$ cat src/rtl/mem_seq_ctrl.sv
// mem_seq_ctrl: ROM->RAM fill then ROM+reversed-RAM sum streamer; drives rom_addr, RAM write/read ports, valid/ready result out, busy/done status
module mem_seq_ctrl #(
  parameter int DATA_WIDTH     = 8,
  parameter int ADDR_WIDTH     = 6,
  parameter int ROM_ADDR_WIDTH = 8
) (
  input  logic                      clk,
  input  logic                      rst,
  input  logic                      start,
  input  logic [ROM_ADDR_WIDTH-1:0] base_addr,
  output logic                      busy,
  output logic                      done,
  output logic [ROM_ADDR_WIDTH-1:0] rom_addr,
  input  logic [DATA_WIDTH-1:0]     rom_data,
  output logic                      ram_we,
  output logic [ADDR_WIDTH-1:0]     ram_wr_addr,
  output logic [DATA_WIDTH-1:0]     ram_wr_data,
  output logic [ADDR_WIDTH-1:0]     ram_rd_addr,
  input  logic [DATA_WIDTH-1:0]     ram_q,
  output logic                      out_valid,
  input  logic                      out_ready,
  output logic [DATA_WIDTH-1:0]     out_data,
  output logic [ADDR_WIDTH-1:0]     out_idx
);
  typedef enum logic [2:0] {IDLE, FILL, RD, CAP, OUT, DONE} state_t;
  localparam logic [ADDR_WIDTH-1:0] LAST = '1;
  state_t                    state_q, state_d;
  logic [ROM_ADDR_WIDTH-1:0] base_q, base_d;
  logic [ADDR_WIDTH-1:0]     i_q, i_d, j_q, j_d, out_idx_q, out_idx_d;
  logic [DATA_WIDTH-1:0]     rom_hold_q, rom_hold_d, out_data_q, out_data_d;
  logic                      out_valid_q, out_valid_d;
  always_ff @(posedge clk) begin
    if (rst) begin
      state_q     <= IDLE;
      base_q      <= '0;
      i_q         <= '0;
      j_q         <= '0;
      rom_hold_q  <= '0;
      out_data_q  <= '0;
      out_idx_q   <= '0;
      out_valid_q <= 1'b0;
    end else begin
      state_q     <= state_d;
      base_q      <= base_d;
      i_q         <= i_d;
      j_q         <= j_d;
      rom_hold_q  <= rom_hold_d;
      out_data_q  <= out_data_d;
      out_idx_q   <= out_idx_d;
      out_valid_q <= out_valid_d;
    end
  end
  always_comb begin
    state_d     = state_q;
    base_d      = base_q;
    i_d         = i_q;
    j_d         = j_q;
    rom_hold_d  = rom_hold_q;
    out_data_d  = out_data_q;
    out_idx_d   = out_idx_q;
    out_valid_d = out_valid_q;
    case (state_q)
      IDLE: if (start) begin
        state_d = FILL;
        base_d  = base_addr;
        i_d     = '0;
        j_d     = '0;
      end
      FILL: begin
        i_d     = i_q + 1'b1;
        state_d = i_q == LAST ? RD : FILL;
      end
      RD: begin
        rom_hold_d = rom_data;
        state_d    = CAP;
      end
      CAP: begin
        out_data_d  = rom_hold_q + ram_q;
        out_idx_d   = j_q;
        out_valid_d = 1'b1;
        state_d     = OUT;
      end
      OUT: if (out_ready) begin
        out_valid_d = 1'b0;
        j_d         = j_q + 1'b1;
        state_d     = j_q == LAST ? DONE : RD;
      end
      DONE:    state_d = IDLE;
      default: state_d = IDLE;
    endcase
  end
  assign busy        = state_q != IDLE;
  assign done        = state_q == DONE;
  assign ram_we      = state_q == FILL;
  assign rom_addr    = state_q == FILL ? base_q + ROM_ADDR_WIDTH'(i_q) :
                       state_q == RD   ? base_q + ROM_ADDR_WIDTH'(j_q) : '0;
  assign ram_wr_addr = ram_we ? i_q : '0;
  assign ram_wr_data = ram_we ? rom_data : '0;
  assign ram_rd_addr = (state_q == RD || state_q == CAP) ? ~j_q : '0;
  assign out_valid   = out_valid_q;
  assign out_data    = out_data_q;
  assign out_idx     = out_idx_q;
endmodule

$ cat config.mk
export PLATFORM = sky130hd
export DESIGN_NAME = mem_seq_ctrl
export DESIGN_NICKNAME = d
export VERILOG_FILES = /design/src/rtl/mem_seq_ctrl.sv
export SDC_FILE = /design/constraint.sdc
export NUM_CORES = 1
export LEC_CHECK = 0
export BUFFER_PORTS_ARGS = -buffer_cell sky130_fd_sc_hd__buf_2
export CAP_MARGIN = 20
export CORE_ASPECT_RATIO = 0.9
export CORE_UTILIZATION = 45
export CTS_BUF_LIST = sky130_fd_sc_hd__clkbuf_8
export CTS_CLUSTER_SIZE = 20
export DETAILED_ROUTE_END_ITERATION = 12
export PLACE_DENSITY = 0.69
export SYNTH_ARGS = -nofsm -noshare
export SYNTH_HDL_FRONTEND = slang
export SYNTH_SLANG_ARGS = --single-unit
$ cat constraint.sdc
create_clock -name clk -period 2.98 [get_ports clk]
set_clock_uncertainty 0.15 [all_clocks]
set_input_delay 0.596 -clock clk [delete_from_list [all_inputs] [get_ports clk]]
set_output_delay 0.596 -clock clk [all_outputs]
set_load 0.05 [all_outputs]
* Yosys cells after proc, flatten, opt, wreduce, memory -nomap -nowiden *
Index checks and enable logic that the tools add are counted.

storage, ports and cells
  input bits = 28
  flip-flop bits (word level) = 46

cells by class
  multiplexer cells = 16
  eq/ne operators = 9
  reduce and logical (&&, ||, !) cells = 11
  add/sub/neg operators = 5
  bitwise gates (word level) = 1

operators by type and width
  operator               number
  $mux W6                4
  $mux W8                3
  $pmux W6 S2            2
  $add A8 B6 Y8          2
  $pmux W3 S5            1
  $add A6 B1 Y6 const B  2
  $eq A6 B6 Y1 const B   2
  $mux W3                3
  $add A8 B8 Y8          1
  $reduce_and A2 Y1      4
  $eq A3 B2 Y1 const B   2
  $eq A3 B3 Y1 const B   2
  $not A6 Y6             1
  $reduce_bool A2 Y1     3
  $ne A2 B2 Y1 const B   2
  $eq A3 B1 Y1 const B   1
  $logic_not A3 Y1       1
  $reduce_and A3 Y1      1
  $reduce_bool A3 Y1     1
  $mux W2                1
  $pmux W1 S2            1
  $logic_or A1 B1 Y1     1
  $mux W1                1

* Longest topological paths before layout *
  word-level depth = 4
  depth in mapped cells = 8
  mapped depth without buffers = 8

* Least setup slack after synthesis *
Ideal clock, no wire load.

  path type = flip-flop to output port
  from = register base_q[1]
  to = output rom_addr[3]
  required time = 2.234 ns
  stages on the path, launching flop included = 5
  setup slack = -0.055 ns
  arrival time = 2.289 ns
  cells stage by stage = dfxtp_1 -> ha_1 -> a211oi_1 -> nor2_1 -> o32ai_1

on the way
  word-level cells in the longest chain between the ends = 3
  elaborated cells on any way between the ends = 4
  those cells by class = add/sub (2); mux (2)

RTL lines
  element                   RTL line  RTL
  start: declaration        28        logic [ROM_ADDR_WIDTH-1:0] base_q, base_d;
  start signal: assignment  44        base_q <= base_d;
  $add A8 B6 Y8             96        state_q == RD ? base_q + ROM_ADDR_WIDTH'(j_q) : '0;
  $mux W8                   96
  $mux W8 *                 95        assign rom_addr = state_q == FILL ? base_q + ROM_ADDR_WIDTH'(i_q) :
  end: declaration          13        output logic [ROM_ADDR_WIDTH-1:0] rom_addr,

Mark *: on every way between the ends. The rest lies on a longest branch, timed or not.

* Worst setup path in the final report *
  from = register base_q[2]
  to = output rom_addr[6]

Same word-level chain as after synthesis.

==> flow_summary.json <==
{
  "viasPerCell": 5.359,
  "setup-violations-final": 0,
  "yosysWarnings": 0,
  "ys_seq_area_frac": 0.3162,
  "synth-simple-area-share": 0.2676,
  "power_density_nw_per_um2": 365.9,
  "grt_pass1_wl_mm": 11.88,
  "worst_pin_slew_ns": 0.7188,
  "io-pin-count": 74,
  "drtIter0Drc": 230,
  "drt-wirelength-per-cell_microns": 13.68,
  "synth-xor-area-share": 0.04510,
  "clk_path_buf_depth": 2,
  "hold_violations": 0,
  "synthToLayoutAreaGrowth_pct": 20.83,
  "max_freq_mhz": 342.1,
  "design.core.area_sq_um": 6182,
  "synth_edf_count": 0,
  "pwr-share-comb": 0.150,
  "place_inst": 523,
  "drc": 0,
  "critPathMaxFanout": 4,
  "nFillCells": 618,
  "outcome": "completed",
  "setup_ws_ns": 0.05678,
  "cts_made_buffers": 5,
  "synth_cell_types": 52,
  "ant_nets": 0,
  "period_share": 0.9809,
  "diodes": 0,
  "grt_max_degree": 30,
  "p_sw_uw": 354.8,
  "nNetsFinal": 496,
  "rsz0062_at_grt": "yes",
  "path_clk_slew_ns": 0.09,
  "p_clk_frac": 0.358,
  "dp_slack_ns": 0.1566,
  "switching_share": 0.2755,
  "synth-compound-area-share": 0.2002,
  "synth_top_family_by_area": "simple AND/OR/NAND/NOR gates",
  "fin_cells": 532,
  "syn-cell-area_sq_um": 2913,
  "criticalPathCategory": "register to output port",
  "drive_gt1_frac": 0.2584,
  "drv_slew": 0,
  "end_kind": "output port",
  "maxCapViolCount": 0,
  "cts_hold_buf": 0,
  "syn_inst": 374,
  "cts.sinks": 46,
  "dp_hpwl_mm": 5.505,
  "die_x_microns": 86.81,
  "clk_root_buffer_cell": "clkbuf_8",
  "wl_mm": 7.279,
  "num_vias": 2851,
  "cp.arrival_ns": 2.18,
  "setup_tns_ns": 0,
  "cp.required_ns": 2.23,
  "io_buffers": 73,
  "ys_async_sr_fraction": 0,
  "fp.dieArea_sq_um": 6799,
  "synthMuxAreaShare": 0.01031,
  "grt_pass1_vias": 2544,
  "holdWs_ns": 0.3066,
  "hold_path.class": "register to register",
  "avgSynthCellArea_sq_um": 7.788,
  "synthAdderAreaFrac": 0.1108,
  "antenna_found_initial": 0,
  "die_h_microns": 78.33,
  "syn_nets": 426,
  "ys_ff_latch": 46,
  "p_leak_nw": 1.589,
  "p_int_uw": 933.1,
  "rows": 27,
  "initial_core_util": 0.4712,
  "period_minus_slack_ns": 2.923,
  "dr.pass1.iters": 4,
  "peakVddDrop_mv": 0.2177,
  "gp_congestion": 0.9104,
  "tritoncts": "built",
  "insertion_delay_ns": 0.30,
  "cp-start-kind": "register",
  "synth_flop_cell": "dfxtp_1",
  "grt-ovfl-total": 0,
  "seqPwrFrac": 0.492,
  "h-tree-depth": 2,
  "track_usage": 0.2208,
  "max_slew_margin": 0.5206
}
-- worst paths after layout --
check	startpoint	to	cells after the start	slack (ns)
min reg2reg	out_data[3]	out_data[3]	2	0.31
min	out_data[3]	out_data[3]	2	0.31
max reg2reg	state_q[1]	out_data[3]	4	0.92
max	base_q[2]	rom_addr[6]	7	0.06
-- per-layer routing --
layer	part of all wire	up-vias	global-route usage
met3	0.057	9	0.03260
li1	-	1446	-
met4	0.013	0	0.05667
met5	0	-	0
met2	0.44	90	0.3441
met1	0.49	1306	0.3172
-- area by class of cell --
type / count / area [sq um] / area share
tap: 87 / 108.9 / 0.03093
clock inverter: 3 / 40.04 / 0.01138
sequential: 46 / 932.1 / 0.2648
clock buffer: 5 / 68.82 / 0.01955
multi-input combinational: 300 / 1891 / 0.5371
inverter: 9 / 35.03 / 0.009954
timing repair buffer: 82 / 444.2 / 0.1262
-- cell families after synthesis --
family / after synthesis
and+or+nand+nor: 164
AOI/OAI and AO/OA: 94
DFF: 46
buffers and inverters: 28
adders and majority gates: 24
xor gates and xnor gates: 15
muxes: 3
-- power groups by stage --
| stage | Sequential, mW | Combinational [mW] | Clock, mW |
|---|---|---|---|
| 3_3_place_gp | 0.647 | 0.187 | 0 |
| 3_5_place_dp | 0.648 | 0.189 | 0 |
| 5_1_grt | 0.635 | 0.212 | 0.491 |
| 6_report | 0.634 | 0.193 | 0.461 |
| 2_1_floorplan | 0.644 | 0.140 | 0 |
| 4_1_cts | 0.634 | 0.191 | 0.468 |
-- cells in the final DEF (no fill, tap or decap), types with 3 or more instances in the layout --
cell type | synthesis | final
a21oi_1 | 41 | 40
a31oi_1 | 3 | 3
o21a_1 | 3 | 3
clkinv_2 | 1 | 3
mux2i_1 | 3 | 3
dfxtp_1 | 46 | 39
ha_1 | 21 | 19
nor3_1 | 14 | 14
dfxtp_2 | 0 | 6
a21o_1 | 6 | 6
a211oi_2 | 2 | 5
o21ai_0 | 17 | 17
and2_1 | 15 | 15
nand2b_1 | 5 | 5
xnor2_1 | 8 | 8
nand2_1 | 65 | 65
clkbuf_8 | 0 | 5
nor4b_1 | 4 | 4
inv_1 | 8 | 8
buf_4 | 5 | 9
a211oi_1 | 8 | 5
buf_2 | 3 | 70
xor2_1 | 7 | 7
nor2_1 | 34 | 34
nand3_1 | 10 | 10
-- worst max-delay path, stage by stage, from the launching register on --
cell	delay [ns]
dfxtp_1	0.36
ha_1	0.36
nor2b_2	0.19
o31ai_2	0.25
a21oi_2	0.11
and2_1	0.17
o31a_1	0.29
buf_6	0.16
-- cell usage after synthesis (2+ instances only) --
cell type	number	area (sq um)
a211oi_1	8	60.06
buf_2	3	15.01
nor2b_1	2	12.51
buf_6	2	22.52
ha_1	21	262.8
clkbuf_1	8	30.03
a211oi_2	2	25.02
and3_1	2	12.51
a21oi_1	41	205.2
xnor2_1	8	70.07
and2_1	15	93.84
nand3_1	10	50.05
dfxtp_1	46	920.9
nor4b_1	4	35.03
buf_4	5	37.54
nand2b_1	5	31.28
nand2_1	65	244.0
nand4_1	2	12.51
fa_1	3	60.06
nor3_1	14	70.07
xor2_1	7	61.31
o211ai_1	2	15.01
o21a_1	3	22.52
mux2i_1	3	30.03
o21ai_0	17	85.08
inv_1	8	30.03
nor2_1	34	127.6
nand3b_1	2	15.01
nor3b_1	2	15.01
a21o_1	6	45.04
a31oi_1	3	18.77
-- sequential cells by signal, summed over array words and instances (netlist names) --
name and flops:
base_q 8, i_q 6, j_q 6, out_data 8, out_idx 6, out_valid 1, rom_hold_q 8, state_q 3
-- through the flow --
stage	power (mW)	utilization	area (sq um)
floorplan	0.7838	-	2920
global placement	0.8347	0.5410	3344
detailed placement	0.8374	0.5410	3344
CTS	1.293	0.5600	3462
global route	1.338	0.5693	3520
finish	1.288	0.5693	3520
-- repair_timing --
item / 4_1_cts / 5_1_grt
pin swaps: 0 / 3
gates resized for setup: 5 / 17
cloned: 0 / 0
endpoints found under the setup margin: 4 / 4
setup buffers: 0 / 1
endpoints found under the hold margin: 0 / 0
Power figures use the tool's default switching activity.
